==> src/rtl/seq_gen_prog_pkg.sv <==
// Shared constants, state encoding and width helpers for the programmable sequence generator.
package seq_gen_prog_pkg;

    localparam int unsigned DefWidth = 3;
    localparam int unsigned DefDepth = 8;

    localparam logic [1:0] StIdle = 2'd0;
    localparam logic [1:0] StRun  = 2'd1;
    localparam logic [1:0] StDone = 2'd2;

    function automatic int unsigned idx_width(input int unsigned depth);
        return (depth < 2) ? 1 : $clog2(depth);
    endfunction

    function automatic int unsigned len_width(input int unsigned depth);
        return $clog2(depth + 1);
    endfunction

endpackage

==> src/rtl/seq_gen_prog_table.sv <==
// DEPTH x WIDTH sequence register file: resets to the identity pattern, one write port and
// one combinational read port with write-through so a same-edge write is visible to the reader.
module seq_gen_prog_table #(
    parameter int unsigned WIDTH = 3,
    parameter int unsigned DEPTH = 8,
    parameter int unsigned IW    = 3
) (
    input  logic             clk_i,
    input  logic             rst_ni,
    input  logic             we_i,
    input  logic [IW-1:0]    waddr_i,
    input  logic [WIDTH-1:0] wdata_i,
    input  logic [IW-1:0]    raddr_i,
    output logic [WIDTH-1:0] rdata_o
);

    logic [WIDTH-1:0] mem_q [DEPTH];

    always_ff @(posedge clk_i or negedge rst_ni) begin
        if (!rst_ni) begin
            for (int unsigned i = 0; i < DEPTH; i++) begin
                mem_q[i] <= WIDTH'(i);
            end
        end else if (we_i && (32'(waddr_i) < DEPTH)) begin
            mem_q[waddr_i] <= wdata_i;
        end
    end

    always_comb begin
        rdata_o = '0;
        if (we_i && (waddr_i == raddr_i)) begin
            rdata_o = wdata_i;
        end else if (32'(raddr_i) < DEPTH) begin
            rdata_o = mem_q[raddr_i];
        end
    end

endmodule

==> src/rtl/seq_gen_prog.sv <==
// Programmable cyclic sequence generator with registered q output.
// Optional one-shot mode (input oneshot, output done) is enabled by SEQ_GEN_PROG_ONESHOT_EN.
module seq_gen_prog
    import seq_gen_prog_pkg::*;
#(
    parameter int unsigned WIDTH = DefWidth,
    parameter int unsigned DEPTH = DefDepth,
    localparam int unsigned IW = idx_width(DEPTH),
    localparam int unsigned LW = len_width(DEPTH)
) (
    input  logic             clk,
    input  logic             clr,
    input  logic             start,
    input  logic             stop,
    input  logic             en,
    input  logic             dir,
    input  logic             load,
    input  logic [IW-1:0]    load_idx,
    input  logic             wr_en,
    input  logic [IW-1:0]    wr_addr,
    input  logic [WIDTH-1:0] wr_data,
    input  logic             len_wr,
    input  logic [LW-1:0]    len_data,
    output logic [WIDTH-1:0] q,
    output logic [WIDTH-1:0] qbar,
    output logic [IW-1:0]    idx,
    output logic             wrap,
    output logic             busy
`ifdef SEQ_GEN_PROG_ONESHOT_EN
    ,
    input  logic             oneshot,
    output logic             done
`endif
);

    logic [1:0]       state_q, state_d;
    logic [IW-1:0]    idx_q, idx_d;
    logic [LW-1:0]    len_q, len_d;
    logic [WIDTH-1:0] q_q, rd_data;
    logic             wrap_q, wrap_d;
    logic [IW-1:0]    last_idx;
    logic             at_last, len_ok, one_shot;

`ifdef SEQ_GEN_PROG_ONESHOT_EN
    assign one_shot = oneshot;
    assign done     = (state_q == StDone);
`else
    assign one_shot = 1'b0;
`endif

    assign last_idx = IW'(len_q - LW'(1));
    // The last element in the current direction is exactly where a cyclic advance wraps.
    assign at_last  = dir ? (idx_q == '0) : (idx_q == last_idx);
    assign len_ok   = len_wr && (state_q == StIdle) && (len_data != '0) &&
                      (len_data <= LW'(DEPTH));

    always_comb begin
        state_d = state_q;
        idx_d   = idx_q;
        len_d   = len_q;
        wrap_d  = 1'b0;
        if (load) begin
            idx_d = (LW'(load_idx) < len_q) ? load_idx : '0;
        end else if (stop) begin
            state_d = StIdle;
        end else if (start && (state_q != StRun)) begin
            state_d = StRun;
            if (state_q == StDone) begin
                idx_d = dir ? last_idx : '0;
            end
        end else if ((state_q == StRun) && en) begin
            if (at_last && one_shot) begin
                state_d = StDone;
            end else if (at_last) begin
                idx_d  = dir ? last_idx : '0;
                wrap_d = 1'b1;
            end else begin
                idx_d = dir ? (idx_q - IW'(1)) : (idx_q + IW'(1));
            end
        end
        if (len_ok) begin
            len_d = len_data;
            if (LW'(idx_d) >= len_data) begin
                idx_d = '0;
            end
        end
    end

    seq_gen_prog_table #(
        .WIDTH (WIDTH),
        .DEPTH (DEPTH),
        .IW    (IW)
    ) u_table (
        .clk_i   (clk),
        .rst_ni  (clr),
        .we_i    (wr_en),
        .waddr_i (wr_addr),
        .wdata_i (wr_data),
        .raddr_i (idx_d),
        .rdata_o (rd_data)
    );

    always_ff @(posedge clk or negedge clr) begin
        if (!clr) begin
            state_q <= StIdle;
            idx_q   <= '0;
            len_q   <= LW'(DEPTH);
            q_q     <= '0;
            wrap_q  <= 1'b0;
        end else begin
            state_q <= state_d;
            idx_q   <= idx_d;
            len_q   <= len_d;
            q_q     <= rd_data;
            wrap_q  <= wrap_d;
        end
    end

    assign q    = q_q;
    assign qbar = ~q_q;
    assign idx  = idx_q;
    assign wrap = wrap_q;
    assign busy = (state_q == StRun);

endmodule

==> config.mk <==
export PLATFORM = sky130hd
export DESIGN_NAME = seq_gen_prog
export DESIGN_NICKNAME = d
export VERILOG_FILES = /design/src/rtl/seq_gen_prog_pkg.sv /design/src/rtl/seq_gen_prog_table.sv /design/src/rtl/seq_gen_prog.sv
export SDC_FILE = /design/constraint.sdc
export NUM_CORES = 1
export LEC_CHECK = 0
export CORE_ASPECT_RATIO = 0.75
export CORE_MARGIN = 3
export CORE_UTILIZATION = 45
export DETAILED_ROUTE_END_ITERATION = 10
export PLACE_DENSITY = 0.68
export RECOVER_POWER = 100
export SLEW_MARGIN = 5
export SYNTH_ARGS = -nofsm -noshare
export SYNTH_HDL_FRONTEND = slang
export SYNTH_SLANG_ARGS = --single-unit
export TNS_END_PERCENT = 5
==> constraint.sdc <==
create_clock -name clk -period 4.7 [get_ports clk]
set_input_delay 0.94 -clock clk [delete_from_list [all_inputs] [get_ports clk]]
set_output_delay 0.94 -clock clk [all_outputs]
set_load 0.05 [all_outputs]
# Word-level counts from Yosys, hierarchy flattened
# Index checks and enable logic that the tools add are counted.
# word_totals
regBits,37
inputBits,22
output_inout_bits,11
# classes
n_addsub,3
order_cmp,6
eq_ne,5
n_mux,26
n_bitwise,4
reduce_logical,12
# op_table
cell,count
3-bit 2-to-1 mux,15
24-bit bitwise mux,1
3-bit binary-select mux with 3-bit select,1
3-bit demux with 3-bit select,1
"4-bit greater-or-equal comparator, second input constant",2
3-bit inverter with 4-bit output,2
1-bit logical AND,7
3-bit == test,2
1-bit 2-to-1 mux,6
"3-bit by 1-bit subtractor with 3-bit output, second input constant",2
3-bit by 4-bit greater-or-equal comparator with 1-bit output,1
"4-bit <= comparator, second input constant",1
3-bit by 4-bit less-than comparator with 1-bit output,1
"4-bit by 1-bit less-than comparator with 1-bit output, second input constant",1
2-bit 2-to-1 mux,2
4-bit nonzero test,1
"3-bit by 1-bit adder with 3-bit output, second input constant",1
3-bit logical NOT,1
3-bit inverter,1
"2-bit by 1-bit == test with 1-bit output, second input constant",1
"2-bit == test, second input constant",1
2-bit logical NOT,1
"2-bit by 1-bit inequality test with 1-bit output, second input constant",1
2-bit AND reduction,1
2 further kinds,2

# Longest topological paths before layout
# logic_depth
word_depth,16
mapped_depth,17
ltp_nobuf,17

# Modules after synthesis
# A second synthesis with hierarchy kept.
# hier_totals
cells_unflattened,160
hier_area_um2,2044.5
# by_module_without_submodules
mod,n_inst,cells_per_inst,area_per_inst_um2,seq_area_each_um2
seq_gen_prog_table,1,78,1233.7,615.6
seq_gen_prog,1,82,810.8,301.5

# Worst setup path before layout
# OpenSTA, ideal clock, no wires.
# synth_timing
kind,input to register
start,input port load_idx[1]
end,"register q_q[0], in the netlist q[0]"
setup_ns,0.128
t_arrival_ns,3.938
t_required_ns,4.572
slack_ns,0.634
stages,14
path_cell_list,ha_1 a211oi_1 o311ai_0 and3_1 inv_1 ha_1 nand2_1 o21ai_0 and4b_1 a31o_2 inv_2 a311oi_1 a2111oi_4 mux2_1
# synth_between
elab_chain_cells,11
word_cells_on_any_way,13
classes_between,order compare: 2; eq/ne: 1; mux: 8; bitwise: 1; reduce/logical: 1
# synth_lines
element,line,source
"start, declared",seq_gen_prog.sv:18,"input logic [IW-1:0] load_idx,"
3-bit by 4-bit less-than comparator with 1-bit output,seq_gen_prog.sv:63,idx_d = (LW'(load_idx) < len_q) ? load_idx : '0;
3-bit 2-to-1 mux (*),seq_gen_prog.sv:63,
3-bit 2-to-1 mux (*),seq_gen_prog.sv:62,if (load) begin
3-bit by 4-bit greater-or-equal comparator with 1-bit output,seq_gen_prog.sv:83,if (LW'(idx_d) >= len_data) begin
3-bit 2-to-1 mux,seq_gen_prog.sv:83,
3-bit 2-to-1 mux (*),seq_gen_prog.sv:81,if (len_ok) begin
via idx_d[1],seq_gen_prog.sv:37,"logic [IW-1:0] idx_q, idx_d;"
3-bit inverter with 4-bit output (implied by the code),seq_gen_prog_table.sv:34,rdata_o = mem_q[raddr_i];
3-bit binary-select mux with 3-bit select,seq_gen_prog_table.sv:34,
3-bit 2-to-1 mux (implied by the code) (2 in a row),seq_gen_prog_table.sv:34,
3-bit 2-to-1 mux (*),seq_gen_prog_table.sv:31,if (we_i && (waddr_i == raddr_i)) begin
via rd_data[0],seq_gen_prog.sv:39,"logic [WIDTH-1:0] q_q, rd_data;"
"end signal, assigned",seq_gen_prog.sv:114,q_q <= rd_data;
"end, declared",seq_gen_prog.sv:39,
# The timed path passes the listed nets; every way through them passes the cells marked *. The select of a mux whose other input is x is not followed.
# A chain may end at the register's enable or synchronous reset.

# Worst setup path in the final report
# layout_timing
start,input port dir
end,"register q_q[0], in the netlist q[0]"
# layout_between
elab_chain_cells,14
word_cells_on_any_way,19
classes_between,order compare: 1; eq/ne: 1; mux: 15; bitwise: 1; reduce/logical: 1
# layout_lines
element,line,source
"start, declared",seq_gen_prog.sv:16,"input logic dir,"
"3-bit 2-to-1 mux, or another cell as far along",seq_gen_prog.sv:78,idx_d = dir ? (idx_q - IW'(1)) : (idx_q + IW'(1));
3-bit 2-to-1 mux,seq_gen_prog.sv:74,end else if (at_last) begin
3-bit 2-to-1 mux,seq_gen_prog.sv:71,end else if ((state_q == StRun) && en) begin
3-bit 2-to-1 mux (*),seq_gen_prog.sv:66,end else if (start && (state_q != StRun)) begin
3-bit 2-to-1 mux (*),seq_gen_prog.sv:64,end else if (stop) begin
3-bit 2-to-1 mux (*),seq_gen_prog.sv:62,
3-bit by 4-bit greater-or-equal comparator with 1-bit output,seq_gen_prog.sv:83,
3-bit 2-to-1 mux,seq_gen_prog.sv:83,
3-bit 2-to-1 mux (*),seq_gen_prog.sv:81,
via idx_d[1],seq_gen_prog.sv:37,
3-bit inverter with 4-bit output (implied by the code),seq_gen_prog_table.sv:34,
3-bit binary-select mux with 3-bit select,seq_gen_prog_table.sv:34,
3-bit 2-to-1 mux (implied by the code) (2 in a row),seq_gen_prog_table.sv:34,
3-bit 2-to-1 mux (*),seq_gen_prog_table.sv:31,
via rd_data[0],seq_gen_prog.sv:39,
# Marked as above.

==> results.cfg <==
[placed_design]
placement.setup.worst_slack_ns = -0.06537
dp_hpwl_um = 3858
gp_routability_congestion = 0.8370
placed_area_mm2 = 0.002619
count_of_buffers_inserted_at_the_top_level_ports = 32

[synth]
synth_sequential_area_ratio_pct = 42.32
synth_cell_type_count = 56
biggest_area_contributors_in_the_synthesized_netlist = sky130_fd_sc_hd__dfrtp_1, sky130_fd_sc_hd__dfstp_2, sky130_fd_sc_hd__mux2_2, sky130_fd_sc_hd__ha_1, sky130_fd_sc_hd__inv_1
syn-cell-area_mm2 = 0.002167
synth_fp_nets = 229
dominantRegCellSynth = sky130_fd_sc_hd__dfrtp_1
asyncSetResetFlopFracSynth_pct = 100.0
ys.warnings.count = 0
syn_area_per_cell_um2 = 10.84
synth_area_leader_cell = sky130_fd_sc_hd__dfrtp_1
synth-seq-cells = 36
synthesis.instances = 200
synth_edf_count = 0
synth_top_area_share_pct = 26.56

[hold_path]
worstHoldPathCells = 1
hold_sp = u_table.mem_q[23]
hold_end = u_table.mem_q[23]
timing.hold.worst.class = reg -> reg

[die]
core_area_mm2 = 0.004546
row_count = 21
initial_core_utilization_pct = 47.67
die_w_um = 86.13
ioPinCount = 33
die_h_um = 66.10
floorplan.die_area_mm2 = 0.005693

[setup_path]
timing.reg2reg.worst_path_depth = 16
reg2reg_from = len_q[0]
timing.critical_path.required_ns = 4.87
rr_endpoint = q[0]
worst-setup-path-type = in -> reg
critical_path.max_fanout = 8
critical_path_arrival_ns = 4.64
worst_setup_path_end_kind = flip-flop
cp-start-kind = input pin
setup_slack_of_the_worst_register_to_register_path_ns = 0.39

[routing]
viasPerCell = 5.582
drt_iter0_drc = 95
vias = 1697
number_of_remaining_drc_errors = 0
route.antenna.remaining_nets = 0
drt_first_pass_iters = 4
drt-total-wl_um = 5058
wire_per_inst_um = 16.64

[final_layout]
area.growth.synth_to_final_pct = 26.73
layout.cells.most_common_list = sky130_fd_sc_hd__mux2_2, sky130_fd_sc_hd__dfrtp_1, sky130_fd_sc_hd__dlygate4sd3_1, sky130_fd_sc_hd__clkdlybuf4s50_1, sky130_fd_sc_hd__inv_1
drive_gt1_share_pct = 27.13
fillerInstances = 363
nets = 275
post_route_cell_area_mm2 = 0.002746
insertedDiodeCount = 0

[global_routing]
congestion_overflow_gr = 0
grt_antenna_before_repair = 0
grt_first_pass_wirelength_um = 8507
grt.total_usage_pct = 19.77
number_of_global_route_vias_before_repair = 1623
grt_max_degree = 37

[timing]
report.final.setup_viol = 0
timing.slew.headroom_pct = -27.48
clock-skew-final_ns = 0.003396
tightest_slew_ns = 1.912
min_period_ns = 4.464
grt_setup_unrepaired = no
maxClockFrequency_mhz = 224.0
setup_ws_ns = 0.2357
post-route-period-util_pct = 94.98
final_hold_viol_count = 0
slew_violations = 37

[status]
outcome = finished with violations
violated_checks = capacitance limit, slew limit

[clock_tree]
postCtsSetupRepairBufs = 0
clockRootBuffer = sky130_fd_sc_hd__clkbuf_8
worst_setup_hold_path_clk_slew_ns = 0.07
cts_tree = built
max-clock-path-buffers = 2
worstSkewPairLatency_ns = 0.29
cts.htree.levels = 2
cts_buffers = 5
cts_sinks = 36

[power]
leakagePower_uw = 0.001143
cellPowerDensity_mw_per_mm2 = 466.2
ir_drop_worst_vdd_v = 0.0003723

[run]
drv.max_cap_violation_count = 1
metal layers:
metal	global-route usage (%)	up-vias	wire length (um)
met5	0	-	0
met1	30.30	808	2587
met4	5.336	0	41
met3	5.729	4	307
met2	26.63	52	2122
li1	-	833	-
stage by stage:
stage               TNS, ns  instances  power [uW]  utilization [%]  hold slack, ns
floorplan                 0        200       829.0                -          0.4741
global placement          0        296        1014            57.61          0.4982
detailed placement  -0.1699        296        1020            57.61          0.5014
CTS                       0        304        1298            60.06          0.5201
global route              0        304        1359            60.42          0.5404
finish                    0        304        1280            60.42          0.5181
sequential cells by signal (all words and copies together), names as in the netlist:
| register | flops |
|---|---|
| u_table.mem_q | 24 |
| len_q | 4 |
| idx | 3 |
| q | 3 |
| state_q | 1 |
| wrap | 1 |
cells by family after synthesis:
kind of cell / synth area share, %
flops: 42.32
compound gates: 13.57
fa+ha+maj: 4.388
buf+inv: 3.811
mux: 15.01
xor+xnor: 3.869
simple gates: 17.03
Yosys cell counts, types with 3 or more instances:
cell type	count
sky130_fd_sc_hd__nor2_1	9
sky130_fd_sc_hd__nor3b_1	3
sky130_fd_sc_hd__a21oi_1	8
sky130_fd_sc_hd__xnor2_1	3
sky130_fd_sc_hd__nor2b_1	3
sky130_fd_sc_hd__ha_1	6
sky130_fd_sc_hd__nor3_1	4
sky130_fd_sc_hd__dfrtp_1	23
sky130_fd_sc_hd__clkbuf_1	3
sky130_fd_sc_hd__dfstp_2	13
sky130_fd_sc_hd__nand4b_1	4
sky130_fd_sc_hd__mux2_2	24
sky130_fd_sc_hd__a211oi_1	3
sky130_fd_sc_hd__nand2b_1	6
sky130_fd_sc_hd__nand3_1	7
sky130_fd_sc_hd__nand2_1	10
sky130_fd_sc_hd__o21ai_0	9
sky130_fd_sc_hd__mux2_1	4
sky130_fd_sc_hd__inv_1	14
final cells by class:
cell class	instances	area, um^2	share of cell area (%)
flip-flops and latches	36	917.1	33.39
repair buffers	43	395.4	14.40
well taps	57	71.32	2.597
inverters	16	60.06	2.187
clock buffers	5	68.82	2.506
clock inverters	3	42.54	1.549
multi-input cells	144	1191	43.37
critical path, cell delays in order:
cell                              delay [ns]
sky130_fd_sc_hd__clkdlybuf4s50_1        0.51
sky130_fd_sc_hd__or4_4                  0.61
sky130_fd_sc_hd__nor4bb_2               0.20
sky130_fd_sc_hd__o22ai_2                0.19
sky130_fd_sc_hd__inv_1                  0.09
sky130_fd_sc_hd__ha_1                   0.29
sky130_fd_sc_hd__a21oi_1                0.15
sky130_fd_sc_hd__o21ai_0                0.12
sky130_fd_sc_hd__and4b_1                0.24
sky130_fd_sc_hd__a31o_2                 0.25
sky130_fd_sc_hd__inv_2                  0.13
sky130_fd_sc_hd__a311oi_2               0.14
sky130_fd_sc_hd__a2111oi_4              0.40
sky130_fd_sc_hd__mux2_1                 0.37
what timing repair did:
item | in CTS | in global routing
endpoints found under the setup margin | 0 | 3
resized for setup | 0 | 4
hold buffers | 0 | 0
how the worst max path moves through the flow:
stage                     cells after the start        start  slack, ns   end
after floorplan                              14  load_idx[1]       0.63  q[0]
after global placement                       15          dir       0.03  q[0]
after detailed placement                     15          dir      -0.07  q[0]
after CTS                                    15          dir       0.23  q[0]
after global routing                         15          dir       0.04  q[0]
final                                        14          dir       0.24  q[0]
power breakdown:
part	internal [uW]	switching [uW]	total [uW]
Sequential	403	57.4	460
Combinational	235	313	547
Clock	157	116	273
Total	794	486	1280
Power figures use the tool's default switching activity.
